### src/rtl/dm_arb_pkg.sv
// Shared definitions for the data-memory port arbiter: owner FSM encoding,
// requester IDs and default bus widths.
package dm_arb_pkg;

   typedef enum logic [1:0] {
      IDLE = 2'd0,
      OWN0 = 2'd1,
      OWN1 = 2'd2
   } arb_state_e;

   localparam logic PORT_CORE = 1'b0;
   localparam logic PORT_HOST = 1'b1;

   localparam int DEF_AW  = 8;
   localparam int DEF_WDW = 16;
   localparam int DEF_RDW = 8;

endpackage

### src/rtl/rd_tag_pipe.sv
// Read-return tag pipeline: carries {valid, requester id} alongside the
// data_mem read latency so returning data can be steered to its owner.
module rd_tag_pipe #(
   parameter int RD_LAT = 1
) (
   input  logic clk,
   input  logic rst_n,
   input  logic vld_p0,
   input  logic id_p0,
   output logic vld_out,
   output logic id_out
);

   logic [RD_LAT-1:0] vld_pn;
   logic [RD_LAT-1:0] id_pn;

   always_ff @(posedge clk or negedge rst_n) begin
      if (!rst_n) begin
         vld_pn <= '0;
         id_pn  <= '0;
      end else begin
         vld_pn[0] <= vld_p0;
         id_pn[0]  <= id_p0;
         for (int i = 1; i < RD_LAT; i++) begin
            vld_pn[i] <= vld_pn[i-1];
            id_pn[i]  <= id_pn[i-1];
         end
      end
   end

   assign vld_out = vld_pn[RD_LAT-1];
   assign id_out  = id_pn[RD_LAT-1];

endmodule

### src/rtl/dm_port_arbiter.sv
// Shares the single data_mem port between the core (port 0) and the host
// loader (port 1): registered owner FSM, round-robin with a burst cap.
module dm_port_arbiter
   import dm_arb_pkg::*;
#(
   parameter int AW        = DEF_AW,
   parameter int WDW       = DEF_WDW,
   parameter int RDW       = DEF_RDW,
   parameter int RD_LAT    = 1,
   parameter int MAX_BURST = 16
) (
   input  logic           clk,
   input  logic           rst_n,
   input  logic           req0,
   input  logic           req1,
   input  logic           we0,
   input  logic           we1,
   input  logic [AW-1:0]  addr0,
   input  logic [AW-1:0]  addr1,
   input  logic [WDW-1:0] wdata0,
   input  logic [WDW-1:0] wdata1,
   output logic           gnt0,
   output logic           gnt1,
   output logic           rvalid0,
   output logic           rvalid1,
   output logic [RDW-1:0] rdata,
   output logic           mem_we,
   output logic [AW-1:0]  mem_addr,
   output logic [WDW-1:0] mem_wdata,
   input  logic [RDW-1:0] mem_rdata
);

   localparam int            CW  = $clog2(MAX_BURST) + 1;
   localparam logic [CW-1:0] CAP = CW'(MAX_BURST - 1);

   arb_state_e     state;
   arb_state_e     oth_state;
   logic           last;
   logic [CW-1:0]  burst_cnt;
   logic [AW-1:0]  addr_q;
   logic [WDW-1:0] wdata_q;

   logic           own1;
   logic           own_req;
   logic           oth_req;
   logic           own_we;
   logic [AW-1:0]  own_addr;
   logic [WDW-1:0] own_wdata;
   logic           gnt_any;
   logic           rd_vld;
   logic           rd_id;

   // Owner/other views are only meaningful in OWN0/OWN1; IDLE never grants.
   assign own1      = (state == OWN1);
   assign own_req   = own1 ? req1   : req0;
   assign oth_req   = own1 ? req0   : req1;
   assign own_we    = own1 ? we1    : we0;
   assign own_addr  = own1 ? addr1  : addr0;
   assign own_wdata = own1 ? wdata1 : wdata0;

   always_comb begin
      oth_state = OWN1;
      if (own1) oth_state = OWN0;
   end

   assign gnt0    = (state == OWN0) & req0;
   assign gnt1    = (state == OWN1) & req1;
   assign gnt_any = gnt0 | gnt1;

   assign mem_we    = gnt_any & own_we;
   assign mem_addr  = gnt_any ? own_addr  : addr_q;
   assign mem_wdata = gnt_any ? own_wdata : wdata_q;

   // Owner FSM; burst_cnt restarts on every state change.
   always_ff @(posedge clk or negedge rst_n) begin
      if (!rst_n) begin
         state     <= IDLE;
         last      <= PORT_HOST;
         burst_cnt <= '0;
      end else begin
         case (state)
            IDLE: begin
               burst_cnt <= '0;
               if (req0 && req1) begin
                  if (last == PORT_HOST) state <= OWN0;
                  else                   state <= OWN1;
               end else if (req0) begin
                  state <= OWN0;
               end else if (req1) begin
                  state <= OWN1;
               end
            end
            OWN0, OWN1: begin
               if (!own_req || (oth_req && burst_cnt == CAP)) begin
                  state     <= oth_req ? oth_state : IDLE;
                  last      <= own1;
                  burst_cnt <= '0;
               end else if (oth_req) begin
                  burst_cnt <= burst_cnt + 1'b1;
               end
            end
            default: begin
               state     <= IDLE;
               burst_cnt <= '0;
            end
         endcase
      end
   end

   always_ff @(posedge clk or negedge rst_n) begin
      if (!rst_n) begin
         addr_q  <= '0;
         wdata_q <= '0;
      end else if (gnt_any) begin
         addr_q  <= own_addr;
         wdata_q <= own_wdata;
      end
   end

   rd_tag_pipe #(
      .RD_LAT (RD_LAT)
   ) u_rd_tag_pipe (
      .clk     (clk),
      .rst_n   (rst_n),
      .vld_p0  (gnt_any & ~own_we),
      .id_p0   (own1),
      .vld_out (rd_vld),
      .id_out  (rd_id)
   );

   assign rvalid0 = rd_vld & ~rd_id;
   assign rvalid1 = rd_vld &  rd_id;
   assign rdata   = mem_rdata;

endmodule

### config.mk
export PLATFORM = sky130hd
export DESIGN_NAME = dm_port_arbiter
export DESIGN_NICKNAME = d
export VERILOG_FILES = /design/src/rtl/dm_arb_pkg.sv /design/src/rtl/rd_tag_pipe.sv /design/src/rtl/dm_port_arbiter.sv
export SDC_FILE = /design/constraint.sdc
export NUM_CORES = 1
export LEC_CHECK = 0
export CAP_MARGIN = 5
export CORE_UTILIZATION = 30
export CTS_BUF_LIST = sky130_fd_sc_hd__clkbuf_16
export CTS_CLUSTER_SIZE = 12
export DETAILED_ROUTE_END_ITERATION = 12
export GPL_TIMING_DRIVEN = 0
export PLACE_DENSITY = 0.65
export SLEW_MARGIN = 5
export SYNTH_ARGS = -nofsm -noshare
export SYNTH_HDL_FRONTEND = slang
export SYNTH_SLANG_ARGS = --single-unit
### constraint.sdc
create_clock -name clk -period 1.9 [get_ports clk]
set_input_delay 0.38 -clock clk [delete_from_list [all_inputs] [get_ports clk]]
set_output_delay 0.38 -clock clk [all_outputs]
set_load 0.03 [all_outputs]
==> summary.md, run 1 <==
| Metric | Value |
|---|---|
| Outcome | complete, but fails checks |
| Failing checks | negative setup slack |
| Worst skew pair latency | 0.27 ns |
| Reg area | 852 µm² |
| CTS HTree Levels | 2 |
| DR iter-0 viols | 56 |
| Crit path time final | 2.21 ns |
| Vias in the first global route | 1,665 |
| Period utilization | 117% |
| Largest net degree at the start of global routing | 35 |
| Synthesized area | 1780 µm² |
| Dpl ws | -0.947 ns |
| Sequential share of power | 18.5% |
| Mean post-synth cell area | 10.3 µm² |
| Post-CTS Hold Fix Bufs | 0 |
| Nets | 349 |
| Hold Crit Class | in2async |
| Worst setup EP type | primary output |
| Fmax | 0.452 GHz |
| First-pass GRT wire length | 7870 µm |
| Synthesized Nets | 241 |
| Worst EP required | 1.52 ns |
| Ant diodes | 0 |
| Yosys warnings | 0 |
| Switch Pwr | 0.00261 W |
| Post-synth EDFFs | 0 |
| Setup TNS | -7.05 ns |
| # port buffers | 90 |
| Worst reg2reg endpoint | burst_cnt[3] |
| Fin. max-slew vios | 0 |
| Fin Clk Skew | 0.00694 ns |
| Routed wire length | 4740 µm |
| Worst-path fanout max | 6 |
| Yosys top cell by area | dfrtp_1 |
| Critical path type | reg2out |
| Die Wd | 79.0 µm |
| CTS Buffer Depth | 2 |
| Yosys top cell area share | 46.4% |
| Design area | 3680 µm² |
| Max_cap viols | 0 |
| Post-synthesis sequential area ratio | 47.9% |
| Unrepaired setup endpoints after global routing | yes |
| Drt pass-1 iters | 4 |
| Crit path DAT | 1.83 ns |
| Footprint of the multi-input gates | 1290 µm² |
| GRT Util Overall | 16.3% |
| Reg-to-reg slack, setup | 0.11 ns |
| Share of cells above drive strength 1 | 45.4% |
| CTS buffer count | 5 |
| Initial antenna violation count | 0 |
| Gate power share | 69.6% |
| LEAKAGE | 1.54 nW |
| I/O pins | 99 |
| CTS Root Cell | clkbuf_16 |
| R2R depth | 8 |
| Worst Setup Start Kind | register |
| Via count | 1,646 |
| Initial Utilization | 31.7% |
| Flops & latches, synth | 34 |
| Final Setup Violations | 25 |
| Count leader, synth | dfrtp_1 |
| PnR worst setup slack | -0.315 ns |
| Fillcell total | 466 |
| Reg-to-Reg Start | state[1] |
| Final non-filler cell total | 354 |
| Most used DFF post-synth | dfrtp_1 |
| Die area | 6240 µm² |
| CTS Sinks | 34 |
| Ys async rst share | 100% |
| Hold Violations, Final | 0 |
| DIE HEIGHT | 79.0 µm |
| Grt ovf | 0 |
| Reg clk slew, reported paths | 0.06 ns |
| CTS tree | yes |
| Routed WL per cell | 13.4 µm |
| Post-route ant nets | 0 |
| Placer Congestion | 0.751 |
| Synth cell types | 28 |
| Total core area | 5610 µm² |
| Worst-Margin Slew | 0.775 ns |
| Clock network fraction of total power | 11.9% |
| Post-DP HPWL | 3310 µm |
| Placed Cells incl. Taps | 335 |
| Gate Count Post-Synth | 173 |
| Area growth from synthesis to layout | 107% |
| # rows | 27 |
| Drc violations | 0 |
| Placed Area | 3030 µm² |
| Worst slew margin | 48.3% |
| Vias per inst | 4.65 |
| Peak VDD IR | 0.810 mV |
| Int Power | 0.00362 W |
| Area contributors post-synth | dfrtp_1, mux2i_1, o21ai_0 |
| Switching part of the total | 41.9% |
| Commonest cells in the netlist | dfrtp_1, nand2_1, mux2i_1 |
| Pwr Density | 1690 nW/µm² |
-- layout by cell type (no fill, tap or decap), types with 2 or more instances in the layout --
master	n
o21ai_0	2
nor2b_1	3
mux2i_4	10
buf_16	2
ha_1	5
nand2_1	17
o2111ai_1	2
buf_8	2
mux2i_2	13
xor2_1	2
inv_2	2
clkbuf_16	6
mux2i_1	3
dfrtp_1	33
clkdlybuf4s50_1	60
buf_12	7
a21boi_0	2
buf_4	12
nand2_2	11
inv_1	8
nor2_1	5
buf_6	28
o21ai_4	24
dlygate4sd2_1	3
-- registers in the layout, summed over array words and instances (netlist names) --
name and count:
wdata_q 16, addr_q 8, burst_cnt 5, state 2, last 1, u_rd_tag_pipe.id_out 1
u_rd_tag_pipe.vld_out 1
-- layer usage --
| layer | global-route usage (%) | share of wire [%] |
|---|---|---|
| met1 | 19.7 | 42 |
| met5 | 0 | 0 |
| met2 | 28.4 | 50 |
| met3 | 3.45 | 7.1 |
| met4 | 6.00 | 1.4 |
-- what timing repair did --
item                       in CTS  in global routing
cloned                          2                  0
pin swaps                       9                  1
setup endpoints to repair      27                 29
resized for setup             242                 17
setup buffers                   8                  1
-- area by class of cell --
cell class                      count  area share (%)
Clock buffer                        5            3.40
Inverter                            7           0.713
Buffer                             16            5.84
Multi-Input combinational cell    116            34.9
Sequential cell                    34            23.1
Clock inverter                      3           0.306
Tap cell                           72            2.45
Timing Repair Buffer              101            29.2
-- cell families (layout without fill, tap and decap cells) --
| logic type | after synthesis | count (layout) | synth area share, % |
|---|---|---|---|
| AND/OR/NAND/NOR | 43 | 43 | 10.2 |
| AO/OA/AOI/OAI | 36 | 36 | 12.3 |
| flip-flops | 34 | 34 | 47.9 |
| multiplexers | 28 | 28 | 16.1 |
| buffers and inverters | 23 | 132 | 7.74 |
| adder cells (fa/ha/maj) | 6 | 6 | 4.22 |
| XOR/XNOR | 3 | 3 | 1.48 |
-- power groups by stage --
| stage | Combinational (W) | Sequential (W) | Clock, W |
|---|---|---|---|
| 2_1_floorplan | 0.00232 | 0.00112 | 0 |
| 5_1_grt | 0.00461 | 0.00119 | 0.000800 |
| 3_5_place_dp | 0.00338 | 0.00114 | 0 |
| 4_1_cts | 0.00431 | 0.00114 | 0.000766 |
| 3_3_place_gp | 0.00336 | 0.00113 | 0 |
| 6_report | 0.00434 | 0.00115 | 0.000745 |
-- per-stage QoR --
step	power [W]	utilization (%)	hold WS, ns
global placement	0.00449	54.1	0.446
finish	0.00623	65.7	0.182
detailed placement	0.00452	54.0	0.458
floorplan	0.00344	-	0.0844
CTS	0.00622	64.9	0.219
global route	0.00660	65.7	0.262
-- worst max-delay path by stage --
stage	cells after the start	endpoint	slack, ns	start
after detailed placement	7	mem_wdata[5]	-0.95	req0
after global placement	7	mem_wdata[5]	-0.95	req0
final	8	mem_wdata[6]	-0.31	state[1]
after global routing	8	mem_addr[5]	-0.38	state[0]
after CTS	8	mem_wdata[6]	-0.33	state[1]
after floorplan	6	mem_addr[2]	0.04	state[0]
-- worst max-delay path, stage by stage, from the launching register on --
cell	delay, ns
dfrtp_1	0.39
buf_6	0.13
ha_4	0.17
buf_12	0.14
buf_6	0.11
buf_12	0.13
mux2i_4	0.19
o21ai_4	0.14
buf_6	0.15
Note: power is estimated with default switching activity, not from simulation.
==> run 2, diff against run 1 <==
Settings changed: CORE_UTILIZATION 30 to 38, PLACE_DENSITY 0.65 to 0.79.
==> summary.md, run 2 (same netlist as run 1, synthesis figures left out) <==
| Metric | Value |
|---|---|
| Worst-path fanout max | 5 (was 6) |
| CTS Buffer Depth | 2 (unchanged) |
| Die Wd | 70.4 µm (was 79.0 µm) |
| Worst EP required | 1.52 ns (about the same) |
| Placed Cells incl. Taps | 315 (was 335) |
| Min Hold Slack | 0.181 ns (was 0.182 ns) |
| Fin Clk Skew | 0.00743 ns (was 0.00694 ns) |
| CTS buffer count | 5 (unchanged) |
| Worst-Margin Slew | 0.792 ns (was 0.775 ns) |
| Vias in the first global route | 1,782 (was 1,665) |
| Via count | 1,806 (was 1,646) |
| PnR worst setup slack | -0.420 ns (was -0.315 ns) |
| LEAKAGE | 1.65 nW (was 1.54 nW) |
| Hold Crit Class | in2async (unchanged) |
| Placer Congestion | 0.789 (was 0.751) |
| Failing checks | negative setup slack (unchanged) |
| Drc violations | 0 (unchanged) |
| Worst setup EP type | primary output (unchanged) |
| Largest net degree at the start of global routing | 35 (unchanged) |
| Drt pass-1 iters | 4 (unchanged) |
| # rows | 24 (was 27) |
| Final non-filler cell total | 345 (was 354) |
| GRT Util Overall | 23.1% (was 16.3%) |
| Grt ovf | 0 (unchanged) |
| Critical path type | reg2out (unchanged) |
| DIE HEIGHT | 70.4 µm (was 79.0 µm) |
| Nets | 360 (was 349) |
| Pwr Density | 1790 nW/µm² (was 1690 nW/µm²) |
| CTS Root Cell | clkbuf_16 (unchanged) |
| Period utilization | 122% (was 117%) |
| Reg clk slew, reported paths | 0.06 ns (about the same) |
| I/O pins | 99 (unchanged) |
| Fillcell total | 194 (was 466) |
| Initial antenna violation count | 0 (unchanged) |
| Top reg by flops | wdata_q (unchanged) |
| Commonest non-fill, non-tap cell in the layout | clkdlybuf4s50_1 (unchanged) |
| Worst path max stage delay | 0.42 ns (was 0.39 ns) |
| Largest register FFs | 16 (unchanged) |
| Peak VDD IR | 1.08 mV (was 0.810 mV) |
| Crit path DAT | 1.94 ns (was 1.83 ns) |
| Routed WL per cell | 19.7 µm (was 13.4 µm) |
| Worst Setup Start Kind | register (unchanged) |
| Area growth from synthesis to layout | 119% (was 107%) |
| CTS tree | yes (unchanged) |
| Die area | 4960 µm² (was 6240 µm²) |
| Post-route ant nets | 0 (unchanged) |
| Routed wire length | 6780 µm (was 4740 µm) |
| Final Setup Violations | 27 (was 25) |
| Outcome | complete, but fails checks (unchanged) |
| CTS Sinks | 34 (unchanged) |
| Total core area | 4410 µm² (was 5610 µm²) |
| CP dominant cell by count | buf_12 (was buf_6) |
| Initial Utilization | 40.3% (was 31.7%) |
| Crit path time final | 2.32 ns (was 2.21 ns) |
| Vias per inst | 5.23 (was 4.65) |
| Fmax | 0.431 GHz (was 0.452 GHz) |
| Hold Violations, Final | 0 (unchanged) |
| Largest registers | wdata_q: 16 flops, addr_q: 8 flops, burst_cnt: 5 flops (unchanged) |
| Unrepaired setup endpoints after global routing | yes (unchanged) |
| Most frequent cells in the layout | clkdlybuf4s50_1, dfrtp_1, buf_6, o21ai_4, buf_4 (was clkdlybuf4s50_1, dfrtp_1, buf_6, o21ai_4, nand2_1) |
| Worst slew margin | 47.2% (was 48.3%) |
| Post-DP HPWL | 3260 µm (was 3310 µm) |
| Critical-path cell list | buf_6 > ha_4 > buf_12 > buf_12 > buf_12 > mux2i_4 > o21ai_4 > buf_6 (was buf_6 > ha_4 > buf_12 > buf_6 > buf_12 > mux2i_4 > o21ai_4 > buf_6) |
| DR iter-0 viols | 54 (was 56) |
| Ant diodes | 0 (unchanged) |
| Share of cells above drive strength 1 | 50.2% (was 45.4%) |
| First-pass GRT wire length | 8770 µm (was 7870 µm) |
| CTS HTree Levels | 2 (unchanged) |
| # port buffers | 90 (unchanged) |
| Slowest cell on the critical path | dfrtp_1 (unchanged) |
| Worst skew pair latency | 0.28 ns (was 0.27 ns) |
| Max_cap viols | 0 (unchanged) |
| Fin. max-slew vios | 0 (unchanged) |
==> run 2: cell type report <==
class	count	area (µm²)	share of cell area (%)
clock buffer	5	125	3.22
clock inverter	3	12.5	0.322
multi-input combinational	116	1400	36.0
inverter	7	26.3	0.676
buffer	16	233	5.98
sequential	34	852	21.9
timing repair buffer	112	1180	30.2
tap	52	65.1	1.67
==> run 2: worst paths after layout <==
path	from	endpoint	slack, ns	depth (start not counted)
worst max-delay path	state[1]	mem_wdata[7]	-0.42	8
min in group clk	wdata_q[6]	wdata_q[6]	0.50	2
worst min-delay path	rst_n	state[0]	0.18	1
worst min register to register	wdata_q[6]	wdata_q[6]	0.50	2
max in group asynchronous	rst_n	wdata_q[9]	1.21	1
worst max register to register	state[1]	burst_cnt[3]	0	9
==> run 2: repair_timing <==
item / 4_1_cts / 5_1_grt
hold buffers: 0 / 0
endpoints found under the hold margin: 0 / 0
buffers inserted: 8 / 11
endpoints found under the setup margin: 27 / 30
resized for setup: 233 / 53
pin swaps: 2 / 14
gates cloned: 2 / 2
==> run 2: report_power, final <==
group | switching [W] | total [W] | internal (W) | leakage, nW
clock network | 0.000305 | 0.000778 | 0.000474 | 0.0724
logic | 0.00252 | 0.00493 | 0.00241 | 1.15
registers | 0.000220 | 0.00126 | 0.00104 | 0.431
==> run 2: metal layers <==
metal,track usage [%],part of all wire [%]
met3,5.34,5.6
met2,41.4,55
met5,0,0
met1,27.0,37
met4,7.11,2.5
==> run 2: critical path, delay by kind of cell, from the launching register on <==
| family | cells | cell delay [ns] |
|---|---|---|
| adders and majority gates | 1 | 0.17 |
| AOI/OAI and AO/OA | 1 | 0.16 |
| muxes | 1 | 0.19 |
| DFF | 1 | 0.42 |
| buffers and inverters | 5 | 0.71 |
==> run 2: metrics by stage <==
stage	setup WS [ns]	util, %	TNS, ns	power (W)	cell area [µm²]
after floorplan	0.0367	-	0	0.00344	2040
after global placement	-0.928	68.2	-31.34	0.00445	3010
after detailed placement	-0.927	68.1	-22.57	0.00449	3010
after CTS	-0.314	80.8	-7.18	0.00607	3570
after global routing	-0.472	88.1	-11.04	0.00726	3890
final	-0.420	88.1	-9.59	0.00697	3890
